File: src/rtl/music_pkg.sv
// music_pkg: shared constants for the music ROM sequencer.
// State codes, ROM entry field positions, end marker and rest pitch.
package music_pkg;

   typedef logic [1:0] state_t;

   localparam state_t S_IDLE  = 2'd0;
   localparam state_t S_FETCH = 2'd1;
   localparam state_t S_LATCH = 2'd2;
   localparam state_t S_PLAY  = 2'd3;

   localparam logic [11:0] END_MARKER = 12'hFFF;

   localparam int PITCH_MSB = 11;
   localparam int PITCH_LSB = 4;
   localparam int DUR_MSB   = 3;
   localparam int DUR_LSB   = 0;

   localparam logic [7:0] REST_PITCH = 8'h00;

endpackage

File: src/rtl/music_beat_timer.sv
// music_beat_timer: beat prescaler plus note-duration down-counter.
// Ports: load/dur/beat_cycles start a note, hold freezes, expire pulses.
module music_beat_timer
#(
   parameter int BEAT_WIDTH = 24
) (
   input  logic                  clk,
   input  logic                  rst_n,
   input  logic                  load,
   input  logic [3:0]            dur,
   input  logic [BEAT_WIDTH-1:0] beat_cycles,
   input  logic                  hold,
   output logic                  expire
);

   logic [BEAT_WIDTH-1:0] pre_q;
   logic [BEAT_WIDTH-1:0] reload;
   logic [3:0]            dur_q;

   // a zero tempo behaves as one cycle per beat
   assign reload = (beat_cycles == '0) ? '0
                 : beat_cycles - BEAT_WIDTH'(1);

   // last beat of the note ends on this edge
   assign expire = !load && !hold
                && (pre_q == '0) && (dur_q == 4'd1);

   always_ff @(posedge clk or negedge rst_n) begin
      if (!rst_n) begin
         pre_q <= '0;
         dur_q <= '0;
      end else if (load) begin
         pre_q <= reload;
         dur_q <= dur;
      end else if (!hold && dur_q != 4'd0) begin
         if (pre_q == '0) begin
            pre_q <= reload;
            dur_q <= dur_q - 4'd1;
         end else begin
            pre_q <= pre_q - BEAT_WIDTH'(1);
         end
      end
   end

endmodule

File: src/rtl/music_seq_ctrl.sv
// music_seq_ctrl: walks a song in the music ROM and drives the tone gen.
// Ports: start/stop/pause/base/tempo in, ROM en/addr/data, note/valid,
// busy, done. Optional MUSIC_SEQ_LOOP_EN adds loop_i (replay on end).
module music_seq_ctrl
   import music_pkg::*;
#(
   parameter int ADDR_WIDTH = 16,
   parameter int DATA_WIDTH = 12,
   parameter int BEAT_WIDTH = 24
) (
   input  logic                  clk,
   input  logic                  rst_n,
   input  logic                  start_i,
   input  logic                  stop_i,
   input  logic                  pause_i,
`ifdef MUSIC_SEQ_LOOP_EN
   input  logic                  loop_i,
`endif
   input  logic [ADDR_WIDTH-1:0] base_addr_i,
   input  logic [BEAT_WIDTH-1:0] beat_cycles_i,
   output logic                  rom_en_o,
   output logic [ADDR_WIDTH-1:0] rom_addr_o,
   input  logic [DATA_WIDTH-1:0] rom_data_i,
   output logic [7:0]            note_o,
   output logic                  note_valid_o,
   output logic                  busy_o,
   output logic                  done_o
);

   state_t                state_q;
   logic [ADDR_WIDTH-1:0] ptr_q;
   logic [ADDR_WIDTH-1:0] base_q;
   logic [7:0]            note_q;
   logic                  nv_q;
   logic                  done_q;

   logic [7:0] pitch;
   logic [3:0] dur;
   logic       in_latch;
   logic       in_play;
   logic       is_end;
   logic       is_skip;
   logic       expire;
   logic       advance;
   logic       end_song;
   logic       loop_on;

`ifdef MUSIC_SEQ_LOOP_EN
   assign loop_on = loop_i;
`else
   assign loop_on = 1'b0;
`endif

   assign pitch    = rom_data_i[PITCH_MSB:PITCH_LSB];
   assign dur      = rom_data_i[DUR_MSB:DUR_LSB];
   assign in_latch = (state_q == S_LATCH);
   assign in_play  = (state_q == S_PLAY);
   assign is_end   = in_latch
                  && (rom_data_i == DATA_WIDTH'(END_MARKER));
   assign is_skip  = in_latch && !is_end && (dur == 4'd0);
   assign advance  = is_skip || (in_play && expire);
   // stepping past the top address ends the song instead of wrapping
   assign end_song = is_end || (advance && (&ptr_q));

   music_beat_timer #(
      .BEAT_WIDTH (BEAT_WIDTH)
   ) u_timer (
      .clk         (clk),
      .rst_n       (rst_n),
      .load        (in_latch && !is_end && !is_skip),
      .dur         (dur),
      .beat_cycles (beat_cycles_i),
      .hold        (!in_play || pause_i),
      .expire      (expire)
   );

   always_ff @(posedge clk or negedge rst_n) begin
      if (!rst_n) begin
         state_q <= S_IDLE;
         ptr_q   <= '0;
         base_q  <= '0;
         note_q  <= '0;
         nv_q    <= 1'b0;
         done_q  <= 1'b0;
      end else begin
         done_q <= 1'b0;
         if (stop_i) begin
            state_q <= S_IDLE;
            note_q  <= '0;
            nv_q    <= 1'b0;
         end else if (start_i) begin
            ptr_q   <= base_addr_i;
            base_q  <= base_addr_i;
            nv_q    <= 1'b0;
            state_q <= S_FETCH;
         end else if (end_song) begin
            done_q <= 1'b1;
            nv_q   <= 1'b0;
            if (loop_on) begin
               ptr_q   <= base_q;
               state_q <= S_FETCH;
            end else begin
               state_q <= S_IDLE;
            end
         end else if (advance) begin
            ptr_q   <= ptr_q + ADDR_WIDTH'(1);
            state_q <= S_FETCH;
         end else begin
            unique case (state_q)
               S_FETCH: state_q <= S_LATCH;
               S_LATCH: begin
                  note_q  <= pitch;
                  nv_q    <= (pitch != REST_PITCH);
                  state_q <= S_PLAY;
               end
               default: ;
            endcase
         end
      end
   end

   assign rom_en_o     = (state_q == S_FETCH);
   assign rom_addr_o   = ptr_q;
   assign note_o       = note_q;
   // tone is muted while paused but the pitch is kept
   assign note_valid_o = nv_q && !(in_play && pause_i);
   assign busy_o       = (state_q != S_IDLE);
   assign done_o       = done_q;

endmodule
File: config.mk
export PLATFORM = sky130hd
export DESIGN_NAME = music_seq_ctrl
export DESIGN_NICKNAME = d
export VERILOG_FILES = /design/src/rtl/music_pkg.sv /design/src/rtl/music_beat_timer.sv /design/src/rtl/music_seq_ctrl.sv
export SDC_FILE = /design/constraint.sdc
export NUM_CORES = 1
export LEC_CHECK = 0
export ABC_AREA = 0
export CORE_MARGIN = 4
export CORE_UTILIZATION = 57
export DETAILED_ROUTE_END_ITERATION = 16
export GPL_TIMING_DRIVEN = 0
export PLACE_DENSITY = 0.87
export SYNTH_ARGS = -nofsm -noshare
export SYNTH_HDL_FRONTEND = slang
export SYNTH_HIERARCHICAL = 1
export SYNTH_SLANG_ARGS = --single-unit
File: constraint.sdc
create_clock -name clk -period 6.7 [get_ports clk]
set_input_delay 1.34 -clock clk [delete_from_list [all_inputs] [get_ports clk]]
set_output_delay 1.34 -clock clk [all_outputs]
set_load 0.005 [all_outputs]
== Yosys cells after proc, flatten, opt, wreduce, memory -nomap -nowiden ==
Cells that the tools add are included.

* Output and inout port bits: 28
* Register bits after elaboration: 56
* Bits of input ports: 57

* Eq/ne operators: 10
* Bitwise gates (word level): 1
* Mux-type cells: 28
* Reductions and logical operators: 38
* Add/subtract/negate cells: 4

{| class="wikitable"
|+ Operators with widths
! kind !! count
|-
| $mux 24 || 4
|-
| $logic_not 24->1 || 2
|-
| $mux 16 || 3
|-
| $sub 24x1->24 const B || 2
|-
| $mux 8 || 5
|-
| $add 16x1->16 const B || 1
|-
| $reduce_and 16->1 || 1
|-
| $eq 12x12->1 const B || 1
|-
| $logic_and 1x1->1 || 12
|-
| $mux 4 || 3
|-
| $reduce_bool 2->1 || 5
|-
| $mux 1 || 8
|-
| $mux 2 || 4
|-
| $reduce_bool 4->1 || 2
|-
| $reduce_bool 8->1 || 1
|-
| $logic_not 1->1 || 6
|-
| $ne 2x2->1 const B || 3
|-
| $reduce_bool 6->1 || 1
|-
| $eq 2x2->1 const B || 2
|-
| $eq 4x1->1 const B || 1
|-
| $logic_not 4->1 || 1
|-
| $ne 4x3->1 const B || 1
|-
| $pmux 2 s2 || 1
|-
| $reduce_and 2->1 || 2
|-
| 7 further kinds || 9
|}

== Depth between registers and ports, before layout ==
* Word-level depth: 18
* Gate-level depth with buffers: 16

== Hierarchy ==
Netlist, hierarchy kept.

{| class="wikitable"
|+ By module, submodules not included
! module !! cells each !! area an instance (sq um) !! instances
|-
| music_beat_timer || 266 || 2,302.2 || 1
|-
| music_seq_ctrl || 218 || 1,893.1 || 1
|}

== Least setup slack after synthesis ==
No wires, ideal clock.

* Kind: input port to flip-flop
* Start: input port rom_data_i[1]
* End: register ptr_q[13] (netlist: rom_addr_o[13])
* Stages: 13
* Setup slack: 2,819 ps
* Setup time: 141 ps
* Data arrival time: 3,741 ps
* Path buffers: 4
* Path through: and4_1 -> a31oi_1 -> clkbuf_1 -> nor4_1 -> nand2_1 -> nor2_1 -> a22o_1 -> buf_2 -> and3_4 -> buf_6 -> buf_8 -> a41oi_1 -> a31oi_1

* Cells in the longest elaborated chain, start to end: 17
* Elaborated cells between the ends (all ways): 19
* Classes of those cells: eq/ne (2); reduce/logical (17)

{| class="wikitable"
|+ Ends and longest elaborated chain
! what !! line !! text
|-
| from (decl) || music_seq_ctrl.sv:23 || <nowiki>input logic [DATA_WIDTH-1:0] rom_data_i,</nowiki>
|-
| $eq 12x12->1 || music_seq_ctrl.sv:59 || <nowiki>&& (rom_data_i == DATA_WIDTH'(END_MARKER));</nowiki>
|-
| $logic_and 1x1->1 || music_seq_ctrl.sv:59 ||
|-
| $logic_not 1->1 || music_seq_ctrl.sv:60, music_seq_ctrl.sv:70 ||
|-
| $logic_and 1x1->1 || music_seq_ctrl.sv:60, music_seq_ctrl.sv:70 ||
|-
| $logic_and 1x1->1 || music_seq_ctrl.sv:60 || <nowiki>assign is_skip = in_latch && !is_end && (dur == 4'd0);</nowiki>
|-
| $logic_not 1->1 || music_seq_ctrl.sv:70 || <nowiki>.load (in_latch && !is_end && !is_skip),</nowiki>
|-
| $logic_and 1x1->1 * || music_seq_ctrl.sv:70 ||
|-
| $logic_not 1->1 * || music_beat_timer.sv:25 || <nowiki>assign expire = !load && !hold</nowiki>
|-
| $logic_and 1x1->1 * || music_beat_timer.sv:25 ||
|-
| $logic_and 1x1->1 * (2 in a row) || music_beat_timer.sv:26 || <nowiki>&& (pre_q == '0) && (dur_q == 4'd1);</nowiki>
|-
| via expire || music_seq_ctrl.sv:43 || <nowiki>logic expire;</nowiki>
|-
| $logic_and 1x1->1 * || music_seq_ctrl.sv:61 || <nowiki>assign advance = is_skip || (in_play && expire);</nowiki>
|-
| $logic_or 1x1->1 * || music_seq_ctrl.sv:61 ||
|-
| $logic_and 1x1->1 || music_seq_ctrl.sv:63 || <nowiki>assign end_song = is_end || (advance && (&ptr_q));</nowiki>
|-
| $logic_or 1x1->1 || music_seq_ctrl.sv:63 ||
|-
| $ne 2x2->1 (no source line) || n/a ||
|-
| $reduce_and 3->1 (no source line) * || n/a ||
|-
| to (signal assigned) || music_seq_ctrl.sv:92 || <nowiki>ptr_q <= base_addr_i;</nowiki>
|-
| to (signal assigned) || music_seq_ctrl.sv:100 || <nowiki>ptr_q <= base_q;</nowiki>
|-
| to (signal assigned) || music_seq_ctrl.sv:106 || <nowiki>ptr_q <= ptr_q + ADDR_WIDTH'(1);</nowiki>
|-
| to (decl) || music_seq_ctrl.sv:31 || <nowiki>logic [ADDR_WIDTH-1:0] ptr_q;</nowiki>
|}

The timed path passes the listed nets; every way through them passes the cells marked *.
A chain may end at the register's enable or synchronous reset.

== Worst setup path after layout ==
* Start: input port rom_data_i[1]
* End: register note_q[0] (netlist: note_o[0])

* Cells in the longest elaborated chain, start to end: 17
* Elaborated cells between the ends (all ways): 19
* Classes of those cells: eq/ne (3); reduce/logical (16)

{| class="wikitable"
|+ Ends and longest elaborated chain
! what !! line !! text
|-
| $eq 12x12->1 || music_seq_ctrl.sv:59 ||
|-
| $logic_and 1x1->1 || music_seq_ctrl.sv:59 ||
|-
| $logic_not 1->1 || music_seq_ctrl.sv:60, music_seq_ctrl.sv:70 ||
|-
| $logic_and 1x1->1 || music_seq_ctrl.sv:60, music_seq_ctrl.sv:70 ||
|-
| $logic_and 1x1->1 || music_seq_ctrl.sv:60 ||
|-
| $logic_not 1->1 || music_seq_ctrl.sv:70 ||
|-
| $logic_and 1x1->1 * || music_seq_ctrl.sv:70 ||
|-
| $logic_not 1->1 * || music_beat_timer.sv:25 ||
|-
| $logic_and 1x1->1 * || music_beat_timer.sv:25 ||
|-
| $logic_and 1x1->1 * (2 in a row) || music_beat_timer.sv:26 ||
|-
| via expire || music_seq_ctrl.sv:43 ||
|-
| $logic_and 1x1->1 * || music_seq_ctrl.sv:61 ||
|-
| $logic_or 1x1->1 * || music_seq_ctrl.sv:61 ||
|-
| $logic_and 1x1->1 || music_seq_ctrl.sv:63 ||
|-
| $logic_or 1x1->1 || music_seq_ctrl.sv:63 ||
|-
| $ne 2x2->1 (no source line) || n/a ||
|-
| $reduce_and 4->1 (no source line) * || n/a ||
|-
| to (signal assigned) || music_seq_ctrl.sv:112 || <nowiki>note_q <= pitch;</nowiki>
|-
| to (decl) || music_seq_ctrl.sv:33 || <nowiki>logic [7:0] note_q;</nowiki>
|}

Marked as above.

==> flow_metrics.env <==
export IMPL_synth_fp_nets=552
export IMPL_rsz0062_at_grt="false"
export IMPL_wire_per_inst_um=18.3
export IMPL_grt_usage_pct=28.1
export IMPL_r2r_setup_slack_ps=2700
export IMPL_async_reset_ff_share_pct=100
export IMPL_clock_sinks=56
export IMPL_fp_dieH_um=93.8
export IMPL_ys_types=75
export IMPL_clock_latency_ps=320
export IMPL_p_leak_nw=1.87
export IMPL_irDropWorstVdd_mv=0.129
export IMPL_setup_ws_ps=2020
export IMPL_yosys_warnings=6
export IMPL_antenna_diode_count=0
export IMPL_grt_pass1_vias=4156
export IMPL_synthTopCellsByArea="dfrtp_1, nor4_1, xnor2_1"
export IMPL_post_place_cells=667
export IMPL_report_final_slew_viol_count=0
export IMPL_grt_overflow_total=0
export IMPL_min_path_cells=2
export IMPL_yosysTopAreaCellShare_pct=33.4
export IMPL_setup_viol=0
export IMPL_r2r_start="state_q[0]"
export IMPL_cp_start_kind="primary input"
export IMPL_synth_seq_area_share_pct=33.4
export IMPL_drt_vias_per_instance=6.45
export IMPL_place_hpwl_mm=9.14
export IMPL_antenna_found_initial=0
export IMPL_cts_buffers=5
export IMPL_layout_nets=643
export IMPL_place_ws_ps=1720
export IMPL_rr_endpoint="note_o[0]"
export IMPL_worst_ep_arrival_time_ps=4870
export IMPL_port_buffers=83
export IMPL_cts_resized_gates=0
export IMPL_crit_fanout=14
export IMPL_hp_class="reg -> reg"
export IMPL_clk_pin_slew_ps=110
export IMPL_maxSlewHeadroom_pct=23.9
export IMPL_layout_drive_gt1_share_pct=7.29
export IMPL_power_density_mw_per_mm2=208
export IMPL_start_util_pct=58.2
export IMPL_grt_pass1_wl_mm=20.0
export IMPL_drt_initial_drc_count=439
export IMPL_htreeDepth=2
export IMPL_hold_buffers=0
export IMPL_syn_to_final_growth_pct=25.4
export IMPL_die_area_mm2=0.00880
export IMPL_timing_final_crit_share_pct=69.9
export IMPL_skew_ps=12.2
export IMPL_ys_flop_type="dfrtp_1"
export IMPL_gp_congestion=0.941
export IMPL_num_fill_cells=575
export IMPL_synth_cells=484
export IMPL_io_pins=85
export IMPL_vias=4356
export IMPL_regArea_mm2=0.00140
export IMPL_multi_input_area_mm2=0.00258
export IMPL_post_route_util_pct=72.9
export IMPL_drc_errors=0
export IMPL_yosys_register_bits=56
export IMPL_clockRootBuffer="clkbuf_8"
export IMPL_cts_setup_buffers=0
export IMPL_crit_type="in -> reg"
export IMPL_synth_edf_count=0
export IMPL_hold_viol=0
export IMPL_fin_tns_setup_ps=0
export IMPL_max_freq_ghz=0.214
export IMPL_critPathRequiredTime_ps=6890
export IMPL_critPathCaptureType="flop"
export IMPL_min_from="note_o[4]"
export IMPL_cts_tree="yes"
export IMPL_netlist_area_mm2=0.00420
export IMPL_synth_largest_area_cell="dfrtp_1"
export IMPL_routed_wirelength_mm=12.3
export IMPL_dr_pass1_iters=5
export IMPL_avgSynthCellArea_um2=8.67
export IMPL_p_total_w=0.00109
export IMPL_worst_pin_slew_ps=1140
export IMPL_hold_end="note_o[4]"
export IMPL_grt_max_degree=37
export IMPL_clk_path_buf_depth=2
export IMPL_outcome="finished, final reports clean"
export IMPL_fin_cells=675
export IMPL_fp_dieW_um=93.8
export IMPL_r2r_cells=13
export IMPL_maxCapViolations=0
export IMPL_rows=31
export IMPL_ant_nets=0
export IMPL_fin_crit_ps=4680
export IMPL_core_area_mm2=0.00721
-- per-layer routing --
| layer | up-vias | wire (µm) | track usage [%] |
|---|---|---|---|
| met2 | 237 | 5690 | 44.1 |
| met4 | 0 | 189 | 7.22 |
| met3 | 22 | 1020 | 3.93 |
| met5 | - | 0 | 0 |
| li1 | 2057 | - | - |
| met1 | 2040 | 5430 | 40.7 |
-- area by class of cell --
class	instances	area share (%)
inverter	18	1.28
sequential	56	26.6
clock buffer	6	1.57
buffer	26	2.76
timing repair buffer	84	16.1
tap	99	2.35
multi-input combinational	384	49.1
clock inverter	2	0.262
-- layout by cell type, fill, tap and decap left out, drive strengths merged, types with 11 or more instances in the layout --
cell	synthesis	final
clkdlybuf4s50	0	82
dfrtp	56	56
nor2	37	37
nand2	31	31
nor4	30	30
nand3	26	26
a21oi	26	26
clkbuf	15	21
xnor2	19	19
nand4	19	19
o22ai	17	17
inv	16	17
nor3	15	15
o21ai	13	13
buf	11	13
or4	12	12
ha	11	11
-- logic make-up after synthesis --
logic type,Yosys count,share of synthesized area (%)
AND/OR/NAND/NOR,211,28.5
AO/OA/AOI/OAI,123,21.2
flip-flops,56,33.4
buffers and inverters,44,5.07
XOR/XNOR,28,5.85
multiplexers,11,2.71
adder cells (fa/ha/maj),11,3.28
-- Yosys cell counts, drive strengths merged (3+ instances only) --
cell     count
or3          7
a311oi       3
and4         6
mux2         3
xor2         9
nor4        30
mux2i        8
a41oi        4
buf         11
a31oi        7
a21boi       3
xnor2       19
a21oi       26
o211ai       4
nor2        37
a211oi       5
nand2b       4
nand2       31
or2          4
and3         4
nor3        15
o31a         7
nor3b        4
clkbuf      15
o21ai       13
nand3       26
inv         16
ha          11
a2111oi      3
and2         3
a22oi        8
dfrtp       56
o221ai       3
or4         12
o22ai       17
nand4       19
-- sequential cells by signal, indices dropped and copies added, names as in the netlist --
register / count
state_q: 2
note_o: 8
done_o: 1
nv_q: 1
u_timer/pre_q: 24
rom_addr_o: 16
u_timer/dur_q: 4
-- through the flow --
stage               hold WS [ps]  instance area [µm²]
finish                       527                 5260
global route                 566                 5260
CTS                          531                 5260
detailed placement           515                 5160
global placement             511                 5150
floorplan                    505                 4200
-- report_power, final --
part / internal (W) / switching (W)
Clock: 0.0000850 / 0.000119
Combinational: 0.000191 / 0.000185
Sequential: 0.000415 / 0.0000988
-- critical path, cell delays in order --
cell             delay (ps)
clkdlybuf4s50_1         450
and4_1                  270
a31oi_1                 920
clkbuf_1                400
nor4_1                  110
nand2_1                 100
nor2_1                   70
a21oi_1                 610
nand2_1                 340
nand2_1                 180
a21oi_1                  80
-- worst max-delay path by stage --
stage	start	to	slack [ps]
after floorplan	rom_data_i[1]	rom_addr_o[13]	2820
after detailed placement	rom_data_i[1]	note_o[0]	1720
after global routing	rom_data_i[1]	note_o[7]	1650
after global placement	rom_data_i[1]	note_o[5]	1770
final	rom_data_i[1]	note_o[0]	2020
after CTS	rom_data_i[1]	note_o[0]	2070
No activity file was read; power rests on OpenSTA's default activity.
